`config.mk`:
```
export PLATFORM = sky130hd
export DESIGN_NAME = data_hs_arb
export DESIGN_NICKNAME = d
export VERILOG_FILES = /design/src/rtl/data_hs_pkg.sv /design/src/rtl/data_hs_rr_pick.sv /design/src/rtl/data_hs.sv
export SDC_FILE = /design/constraint.sdc
export NUM_CORES = 1
export LEC_CHECK = 0
export BUFFER_PORTS_ARGS = -buffer_cell sky130_fd_sc_hd__buf_2
export CAP_MARGIN = 20
export CORE_AREA = 2 2 87 89
export CTS_BUF_LIST = sky130_fd_sc_hd__clkbuf_8 sky130_fd_sc_hd__clkbuf_16
export CTS_CLUSTER_SIZE = 40
export DETAILED_ROUTE_END_ITERATION = 7
export DIE_AREA = 0 0 89 91
export HOLD_SLACK_MARGIN = 0.08
export PLACE_DENSITY_LB_ADDON = 0.05
export SKIP_CTS_REPAIR_TIMING = 1
export SKIP_LAST_GASP = 1
export SLEW_MARGIN = 20
export SYNTH_ARGS = -nofsm -noshare
export SYNTH_HDL_FRONTEND = slang
export SYNTH_SLANG_ARGS = --single-unit
```
`constraint.sdc`:
```
create_clock -name clk_i -period 2.6 [get_ports clk_i]
set_input_delay 0.13 -clock clk_i [delete_from_list [all_inputs] [get_ports clk_i]]
set_output_delay 0.13 -clock clk_i [all_outputs]
set_load 0.01 [all_outputs]
```
`src/rtl/data_hs_pkg.sv`:
```
// Shared types and helpers for the data handshake arbiter.
package data_hs_pkg;

    // Arbiter state: free to pick a new requester, or locked onto one packet.
    typedef enum logic {
        IDLE = 1'b0,
        LOCK = 1'b1
    } arb_state_t;

    // Width of a port index; never below one bit so a two-port arbiter still
    // has a usable index.
    function automatic int idx_width(input int n);
        if (n <= 2) begin
            return 1;
        end
        return $clog2(n);
    endfunction

endpackage

```
`src/rtl/data_hs_rr_pick.sv`:
```
// Combinational round-robin picker: first set request at or after ptr,
// wrapping modulo N.
module rr_pick #(
    parameter int N  = 4,
    parameter int IW = 2
) (
    input  logic [N-1:0]  req,
    input  logic [IW-1:0] ptr,
    output logic [IW-1:0] grant,
    output logic          any
);

    logic [IW-1:0] idx;

    // Scan from the farthest offset back to ptr so the nearest request wins.
    always_comb begin
        grant = '0;
        any   = 1'b0;
        idx   = '0;
        for (int k = N - 1; k >= 0; k--) begin
            idx = IW'((int'(ptr) + k) % N);
            if (req[idx]) begin
                grant = idx;
                any   = 1'b1;
            end
        end
    end

endmodule

```
`src/rtl/data_hs.sv`:
```
// Packet-locking round-robin arbiter with a single registered output stage.
//
// state | meaning
// ------+-------------------------------------------------------------
// IDLE  | no packet open; grant follows the round-robin scan from rr_ptr
// LOCK  | mid-packet; only lock_id is granted until its last beat
module data_hs_arb
    import data_hs_pkg::*;
#(
    parameter int N_PORTS = 4,
    parameter int D_WIDTH = 32
) (
    input  logic                         clk_i,
    input  logic                         rst_n_i,
    input  logic [N_PORTS*D_WIDTH-1:0]   in_data_i,
    input  logic [N_PORTS-1:0]           in_valid_i,
    input  logic [N_PORTS-1:0]           in_last_i,
    output logic [N_PORTS-1:0]           in_ready_o,
    output logic [D_WIDTH-1:0]           out_data_o,
    output logic                         out_last_o,
    output logic [$clog2(N_PORTS)-1:0]   out_id_o,
    output logic                         out_valid_o,
    input  logic                         out_ready_i,
    output logic                         busy_o
);

    localparam int IW = idx_width(N_PORTS);

    arb_state_t    state_q, state_d;
    logic [IW-1:0] lock_id_q, lock_id_d;
    logic [IW-1:0] rr_ptr_q, rr_ptr_d;

    logic          stage_en;
    logic [IW-1:0] pick_grant;
    logic          pick_any;
    logic [IW-1:0] grant;
    logic          grant_active;
    logic          xfer;
    logic [D_WIDTH-1:0] sel_data;
    logic          sel_last;

    function automatic logic [IW-1:0] inc_wrap(input logic [IW-1:0] v);
        if (int'(v) == N_PORTS - 1) begin
            return '0;
        end
        return v + IW'(1);
    endfunction

    assign stage_en = out_ready_i | ~out_valid_o;
    assign busy_o   = (state_q == LOCK);

    rr_pick #(
        .N  (N_PORTS),
        .IW (IW)
    ) u_pick (
        .req   (in_valid_i),
        .ptr   (rr_ptr_q),
        .grant (pick_grant),
        .any   (pick_any)
    );

    // Grant selection: the locked port owns the output for the whole packet,
    // even while it is not presenting a beat (that is what makes bubbles).
    always_comb begin
        grant        = pick_grant;
        grant_active = pick_any;
        if (state_q == LOCK) begin
            grant        = lock_id_q;
            grant_active = 1'b1;
        end
    end

    // Granted requester's beat, taken straight from the inputs.
    always_comb begin
        sel_data = in_data_i[int'(grant)*D_WIDTH +: D_WIDTH];
        sel_last = in_last_i[grant];
        xfer     = stage_en & grant_active & in_valid_i[grant];
    end

    // Ready goes only to the granted port and only when the stage can accept.
    always_comb begin
        in_ready_o = '0;
        if (stage_en && grant_active) begin
            in_ready_o[grant] = 1'b1;
        end
    end

    // Next-state: lock on a non-final beat, release on the locked port's last
    // beat; the round-robin pointer moves only when a packet completes.
    always_comb begin
        state_d   = state_q;
        lock_id_d = lock_id_q;
        rr_ptr_d  = rr_ptr_q;
        case (state_q)
            IDLE: begin
                if (xfer && !sel_last) begin
                    state_d   = LOCK;
                    lock_id_d = grant;
                end
            end
            LOCK: begin
                if (xfer && sel_last) begin
                    state_d = IDLE;
                end
            end
            default: state_d = IDLE;
        endcase
        if (xfer && sel_last) begin
            rr_ptr_d = inc_wrap(grant);
        end
    end

    // State, lock owner and pointer registers.
    always_ff @(posedge clk_i) begin
        if (!rst_n_i) begin
            state_q   <= IDLE;
            lock_id_q <= '0;
            rr_ptr_q  <= '0;
        end else begin
            state_q   <= state_d;
            lock_id_q <= lock_id_d;
            rr_ptr_q  <= rr_ptr_d;
        end
    end

    // Output stage: load on transfer, drop valid on an empty accepted slot,
    // hold everything while downstream stalls.
    always_ff @(posedge clk_i) begin
        if (!rst_n_i) begin
            out_valid_o <= 1'b0;
            out_last_o  <= 1'b0;
            out_data_o  <= '0;
            out_id_o    <= '0;
        end else if (stage_en) begin
            if (xfer) begin
                out_valid_o <= 1'b1;
                out_last_o  <= sel_last;
                out_data_o  <= sel_data;
                out_id_o    <= grant;
            end else begin
                out_valid_o <= 1'b0;
            end
        end
    end

endmodule

```
* After elaboration in Yosys (flattened, before gate mapping)
Index checks and enable logic that the tools add are counted.
** Word-level totals
- Bits in registers :: 41
- Input port bits :: 139
- Logic and storage cells :: 64
** Operators by class
- Add/sub/neg operators :: 4
- Order comparisons :: 6
- Eq/ne operators :: 1
- Shifts and indexed selects :: 1
- Multiplexer cells :: 33
- Bitwise logic cells :: 5
- Reduce and logical (&&, ||, !) cells :: 7
** Operator list (count)
- indexed part select 128 x 8 -> 32 bit :: 1
- two-way mux 1 bit :: 17
- < comparator 2 x 3 -> 1 bit, second input constant :: 5
- two-way mux 2 bit :: 7
- binary-select mux 1 bit (select 2 bit) :: 6
- adder 2 x 1 -> 2 bit, second input constant :: 2
- adder 2 bit, second input constant :: 2
- logical AND 1 bit :: 4
- two-way mux 4 bit :: 1
- AND reduction 2 bit :: 2
- bitwise AND 1 bit :: 2
- demux 1 bit (select 2 bit) :: 1
- equality test 2 x 1 -> 1 bit, second input constant :: 1
- greater-or-equal comparator 2 x 1 -> 1 bit, second input constant :: 1
- inverter 1 bit :: 2
- one-hot mux 1 bit (2 select lines) :: 1
- zero test 1 bit :: 1
- OR 1 bit :: 1

* Logic depth before layout (Yosys ltp)
Gate-level depths: netlist of the first run.
- Depth in word-level cells :: 14
- Mapped depth :: 10
- Depth with buffers taken out :: 8

* Cells and area by module
A second synthesis of the first run with hierarchy kept.
** Unflattened totals
- Cells, all modules :: 340
- Area total of the unflattened synthesis :: 3116.7 um2
** By module, submodules not included
- data_hs_arb :: instances 1, cells an instance 327, area each 3039.2 um2
- rr_pick :: instances 1, cells an instance 13, area each 77.6 um2

* Worst setup path after synthesis of the first run
Ideal clock, no wire load.
- Kind :: flip-flop to flip-flop
- Start :: register state_q (netlist: busy_o)
- End :: register out_data_o[13]
- Library setup time :: 0.067 ns
- Arrival :: 2.215 ns
- Data required time :: 2.533 ns
- Setup slack :: 0.318 ns
- Cell stages (with the launch flop) :: 10
- Path buffers :: 3
- Cells stage by stage :: dfxtp_1 > buf_2 > or2_1 > a311o_1 > nand2_2 > buf_2 > clkbuf_1 > a221oi_1 > a221o_1 > a21oi_2
** Between the ends
- Cells in the longest elaborated chain, start to end :: 5
** Ends and longest elaborated chain
- start, declared :: RTL line data_hs.sv:29 : arb_state_t state_q, state_d;
- start signal, assigned :: RTL line data_hs.sv:120 : state_q <= state_d;
- parallel branches: the longest is 5 deep, another holds indexed part select 128 x 8 -> 32 bit
- end signal, assigned :: RTL line data_hs.sv:138 : out_data_o <= sel_data;
- end, declared :: RTL line data_hs.sv:19 : output logic [D_WIDTH-1:0] out_data_o,
Parallel ways; which one is timed is not known. The select of a mux whose other input is x is not followed.
A chain may end at the register's enable or synchronous reset.

* Worst setup path after layout of the first run
- Start :: register rr_ptr_q[0]
- End :: register out_data_o[24]
** Between the ends
- Cells in the longest elaborated chain, start to end :: 12
** Ends and longest elaborated chain
- start, declared :: RTL line data_hs.sv:31 : logic [IW-1:0] rr_ptr_q, rr_ptr_d;
- start signal, assigned :: RTL line data_hs.sv:122 : rr_ptr_q <= rr_ptr_d;
- parallel branches: the longest is 12 deep, another holds adder 2 bit
Parallel ways; which one is timed is not known. The select of a mux whose other input is x is not followed.

==> results of run 1 <==
[worst max-delay path: stages (launching register included)]
cell,delay [ns]
dfxtp_1,0.49
nor2b_1,0.14
o31ai_4,0.40
a22oi_1,0.18
or4_4,0.46
buf_4,0.24
a221o_1,0.36
a21oi_1,0.14
[final timing paths]
check,to,cells after the start
min reg2reg,out_id_o[0],2
max reg2reg,out_data_o[24],7
min,rr_ptr_q[1],3
max,out_data_o[24],7
[layout make-up]
class	instances	share of cell area
Clock buffer	6	0.01943
Clock inverter	2	0.007948
Inverter	7	0.006182
Multi-Input combinational cell	273	0.4893
Sequential cell	41	0.1931
Tap cell	99	0.02914
Timing Repair Buffer	199	0.2549
[state kept, by name, summed over array words and instances (netlist names)]
register     flops
busy_o           1
lock_id_q        2
out_data_o      32
out_id_o         2
out_last_o       1
out_valid_o      1
rr_ptr_q         2
[power groups by stage]
| stage | logic, W | registers, W | clock network (W) |
|---|---|---|---|
| 4_1_cts | 0.00378 | 0.00112 | 0.000555 |
| 6_report | 0.00382 | 0.00112 | 0.000538 |
| 5_1_grt | 0.00415 | 0.00116 | 0.000573 |
| 2_1_floorplan | 0.00255 | 0.00125 | 0 |
| 3_3_place_gp | 0.00373 | 0.00113 | 0 |
| 3_5_place_dp | 0.00376 | 0.00113 | 0 |
[logic make-up after synthesis]
| kind of cell | share of synthesized area |
|---|---|
| flops | 0.2630 |
| simple gates | 0.1909 |
| fa+ha+maj | 0.01604 |
| compound gates | 0.3348 |
| mux | 0.1123 |
| buf+inv | 0.08300 |
[routing by layer]
metal | vias up | track usage
met5 | - | 0
met4 | 0 | 0.08706
met3 | 20 | 0.04091
met2 | 207 | 0.4198
met1 | 1706 | 0.3184
li1 | 1784 | -
[cells in the final DEF (no fill, tap or decap), drive strengths merged, types with 2 or more instances in the layout]
| cell | netlist | layout |
|---|---|---|
| buf | 16 | 199 |
| or3 | 2 | 2 |
| nand2 | 8 | 8 |
| ha | 4 | 4 |
| nor2b | 4 | 4 |
| inv | 7 | 8 |
| a22oi | 2 | 2 |
| dfxtp | 41 | 41 |
| nand2b | 3 | 3 |
| a221o | 32 | 32 |
| nor2 | 4 | 4 |
| nand3 | 37 | 37 |
| and3 | 35 | 35 |
| a211oi | 3 | 3 |
| a221oi | 32 | 32 |
| or2 | 2 | 2 |
| clkbuf | 29 | 6 |
| o21ai | 4 | 4 |
| a21oi | 38 | 38 |
| mux2i | 35 | 35 |
| and2 | 4 | 4 |
| a311oi | 4 | 4 |
[metrics by stage]
stage	std cells	area [sq um]	util
2_1_floorplan	366	3120	-
3_3_place_gp	617	4119	0.5771
3_5_place_dp	617	4119	0.5771
4_1_cts	625	4235	0.5934
5_1_grt	627	4250	0.5955
6_report	627	4250	0.5955
==> reports/results.tsv, run 1 <==
stage	metric	value	unit
detailed_routing	drt_iter0_markers	178	
die	die_w	89	microns
cts	cts_made_buffers	5	
critical_path	required	2.82	ns
detailed_routing	vias	3717	
die	die_h	91	microns
logic_synthesis	synth_area_per_cell	8.526	sq um
logic_synthesis	async_flop_share	0	
sta	totalNegativeSetupSlack	0	ns
detailed_routing	top_layer_used	met4	
die	coreArea	0.007137	sq mm
critical_path	cp-startpoint	rr_ptr_q[0]	
logic_synthesis	yosys_warnings	0	
global_route	grt_max_degree	50	
layout	diodes	0	
global_route	antenna_found_initial	0	
die	start_util	0.4372	
die	row_count	31	
detailed_routing	wl_per_cell	16.92	microns
logic_synthesis	netlist_instances	366	
global_route	grt.total_usage	0.2498	
logic_synthesis	synth_commonest_cells	dfxtp_1, nand3_1, and3_1, mux2i_1, a21oi_1	
detailed_routing	drc_errors	0	
worst_hold_path	worstHoldStart	rst_n_i	
detailed_routing	dr_wl_met3	909	microns
critical_path	crit_fanout	27	
critical_path	start_kind	flop	
placement	finalWeightedCongestion	0.8828	
cts	h-tree-depth	2	
critical_path	ff2ff_setup_slack	0.11	ns
logic_synthesis	yosys-top-cells-area	dfxtp_1, mux2i_1, a221o_1	
logic_synthesis	yosysMostFrequentCell	dfxtp_1	
global_route	gr-total-overflow	0	
detailed_routing	drt-pass1-iter-count	5	
placement	portBuffers	179	
die	die_area	0.008099	sq mm
sta	fin_crit_sh	0.9563	
detailed_routing	wl_met1	4274	microns
logic_synthesis	yosysTopAreaCell	dfxtp_1	
cts	clkSinkCount	41	
cts	clk_pin_slew	0.08	ns
sta	relSlewSlack	0.5927	
power_and_ir_drop	combPwrFrac	0.697	
sta	period_needed	2.486	ns
detailed_routing	totalWireLength	10610	microns
critical_path	path_class	flop to flop	
detailed_routing	ant_nets	0	
sta	slew_viol_final	0	
worst_hold_path	hold_path_class	input port to flop	
logic_synthesis	synth-seq-cells	41	
logic_synthesis	synth_seq_area_share	0.2630	
detailed_routing	via_per_inst	5.928	
job	drv_cap	0	
sta	hold_violations	0	
power_and_ir_drop	netSwitchingFraction	0.4616	
layout	nFillCells	701	
cts	cts_buffer_depth	2	
cts	clk_latency	0.29	ns
global_route	grt_pass1_vias	3511	
power_and_ir_drop	p_sw	0.002526	W
layout	seq_area	820.8	sq um
sta	hold_ws	0.1427	ns
placement	dp_slack	0.1802	ns
critical_path	timing.rr.start	rr_ptr_q[0]	
sta	setup_viol	0	
layout	multi_input_area	0.002079	sq mm
power_and_ir_drop	p_seq_frac	0.204	
power_and_ir_drop	p_int	0.002946	W
detailed_routing	met2_length	5181	microns
logic_synthesis	synth_area	0.003120	sq mm
logic_synthesis	yosysTopAreaCellShare	0.2630	
layout	fin_nets	670	
sta	timing.final.ws_setup	0.1137	ns
critical_path	crit_arrival	2.70	ns
power_and_ir_drop	clkPwrFrac	0.098	
power_and_ir_drop	power_density	1287	mW/mm^2
status	status	completed	
layout	drive_gt1_frac	0.4205	
sta	fmax	0.4022	GHz
power_and_ir_drop	irDropWorstVdd	0.0007870	V
logic_synthesis	syn_nets	509	
power_and_ir_drop	p_leak	2.032	nW
critical_path	crit_path_end_kind	flop	
global_route	grt_pass1_wl	16330	microns
sta	worst_pin_slew	0.6103	ns
placement	dp_hpwl	7592	microns
logic_synthesis	yosysUniqueCellTypes	51	
layout	area.growth.synth_to_final	36.21	%
die	pin_count	180	
cts	cts_tree	done	
cts	cts-root-buf	clkbuf_8	
power_and_ir_drop	finalPower	0.005472	W
sta	finClkSkew	0.005058	ns
logic_synthesis	ys.flop_type	dfxtp_1	
logic_synthesis	synth_edf_count	0	
Power figures use the tool's default switching activity.
==> inputs of run 2 (changes only) <==
==> constraint.sdc (replaced) <==
create_clock -name clk_i -period 2.6 [get_ports clk_i]
set_input_delay 0.26 -clock clk_i [delete_from_list [all_inputs] [get_ports clk_i]]
set_output_delay 0.26 -clock clk_i [all_outputs]
set_load 0.01 [all_outputs]
==> run 2 against run 1 <==
Critical path depth did not move. Sequential power barely moved. Routed wire length fell by 1.7%. Critical path type unchanged. Combinational power fell by 1%. Final area fell by 0.97%. Sequential share of layout area rose by 0.22 points. Flip-flop and latch count did not move. Fmax rose by 2.0%.
==> reports/results.tsv, run 2 (same netlist as run 1, synthesis figures left out) <==
stage	metric	value	unit
status	status	completed	
critical_path	path_class	flop to flop	
critical_path	crit_path_max_incr_delay	0.56	ns
detailed_routing	vias	3632	
sta	period_needed	2.438	ns
sta	rsz0062_at_grt	false	
sta	fin_crit_sh	0.9377	
global_route	grt_max_degree	41	
global_route	gr-total-overflow	0	
detailed_routing	via_per_inst	5.783	
detailed_routing	drt_iter0_markers	135	
cts	clkSinkCount	41	
cts	clk_pin_slew	0.08	ns
critical_path	crit_chain	and3b_1, a211oi_2, o221a_4, or4_4, buf_4, a221o_1, a21oi_1	
detailed_routing	ant_nets	0	
cts	clk_latency	0.29	ns
global_route	grt.total_usage	0.2499	
die	die_h	91	microns
layout	fin_nets	671	
placement	portBuffers	179	
critical_path	start_kind	flop	
sta	hold_violations	0	
detailed_routing	totalWireLength	10430	microns
layout	largest_reg_flops	32	
sta	worst_pin_slew	0.6764	ns
sta	fmax	0.4102	GHz
sta	totalNegativeSetupSlack	0	ns
layout	seq_area	822.0	sq um
detailed_routing	drt-pass1-iter-count	4	
global_route	grt_pass1_wl	16310	microns
sta	setup_viol	0	
worst_hold_path	hold_path_class	input port to flop	
cts	cts_buffer_depth	2	
power_and_ir_drop	irDropWorstVdd	0.001168	V
critical_path	crit_arrival	2.66	ns
die	die_area	0.008099	sq mm
layout	drive_gt1_frac	0.4234	
global_route	antenna_found_initial	0	
job	drv_cap	0	
sta	finClkSkew	0.009567	ns
placement	dp_hpwl	7536	microns
cts	h-tree-depth	2	
cts	cts-root-buf	clkbuf_8	
critical_path	slowest_stage	or4_4	
critical_path	required	2.82	ns
cts	cts_made_buffers	5	
layout	area.growth.synth_to_final	34.88	%
layout	mostFrequentLayoutCells	buf_2, dfxtp_1, nand3_1	
die	die_w	89	microns
placement	finalWeightedCongestion	0.9837	
die	pin_count	180	
detailed_routing	drc_errors	0	
layout	final_area	0.004209	sq mm
critical_path	path_buf_inv	1	
layout	nFillCells	700	
critical_path	crit_path_end_kind	flop	
layout	diodes	0	
power_and_ir_drop	power_density	1260	mW/mm^2
sta	slew_viol_final	0	
sta	relSlewSlack	0.5485	
detailed_routing	wl_per_cell	16.61	microns
layout	multi_input_area	0.002079	sq mm
die	row_count	31	
cts	cts_tree	done	
placement	placed_cell_area	0.004101	sq mm
die	coreArea	0.007137	sq mm
layout	layout_commonest_cell	buf_2	
layout	top_register	out_data_o	
die	start_util	0.4372	
power_and_ir_drop	p_leak	2.022	nW
sta	hold_ws	0.2649	ns
sta	timing.final.ws_setup	0.1619	ns
global_route	grt_pass1_vias	3379	
placement	dp_slack	0.1445	ns
critical_path	critical_path.top_delay_family	compound AO/OA/AOI/OAI gates	
critical_path	crit_fanout	29	
-- run 2: cell types whose count changed in the layout (fill, tap and decap cells not counted) --
cell / change
buf_12: -2
inv_1: -1
dfxtp_2: +1
dlymetal6s2s_1: +1
clkinvlp_4: +1
o21ai_1: -1
buf_4: +2
clkbuf_8: -1
bufinv_16: -1
clkinv_2: +2
dfxtp_1: -1
o21ai_0: +1
-- run 2: worst paths after layout --
check,startpoint,to,slack (ns),cells past startpoint
hold reg to reg,out_data_o[4],out_data_o[4],0.46,2
setup reg to reg,rr_ptr_q[1],out_data_o[26],0.16,7
setup / recovery,rr_ptr_q[1],out_data_o[26],0.16,7
hold / removal,rst_n_i,out_id_o[1],0.26,3
-- run 2: tightest hold or removal path, stage by stage --
cell and delay [ns]:
buf_2 0.14, o21ai_0 0.08, a311oi_1 0.04
-- run 2: layer usage --
metal / GRT usage / share of wire / vias up
met5: 0 / 0 / -
met4: 0.05100 / 0.011 / 0
met3: 0.04909 / 0.089 / 10
met2: 0.4303 / 0.50 / 158
met1: 0.3205 / 0.40 / 1677
li1: - / - / 1787
-- run 2: final cells by class --
type / instances / area share
Inverter: 7 / 0.006243
Timing Repair Buffer: 200 / 0.2545
Clock buffer: 5 / 0.01635
Sequential cell: 41 / 0.1953
Clock inverter: 3 / 0.004162
Tap cell: 99 / 0.02943
Multi-Input combinational cell: 273 / 0.4941
-- run 2: through the flow --
step                        util  power, W  cells
after floorplan                -  0.003808    366
after global placement    0.5747  0.004834    618
after detailed placement  0.5747  0.004855    618
after CTS                 0.5868  0.005279    626
after global routing      0.5898  0.005739    628
final                     0.5898  0.005302    628
-- run 2: where the power goes --
| group | switching [W] | internal [W] |
|---|---|---|
| registers | 0.000174 | 0.000947 |
| clock network | 0.000219 | 0.000185 |
| logic | 0.00212 | 0.00166 |
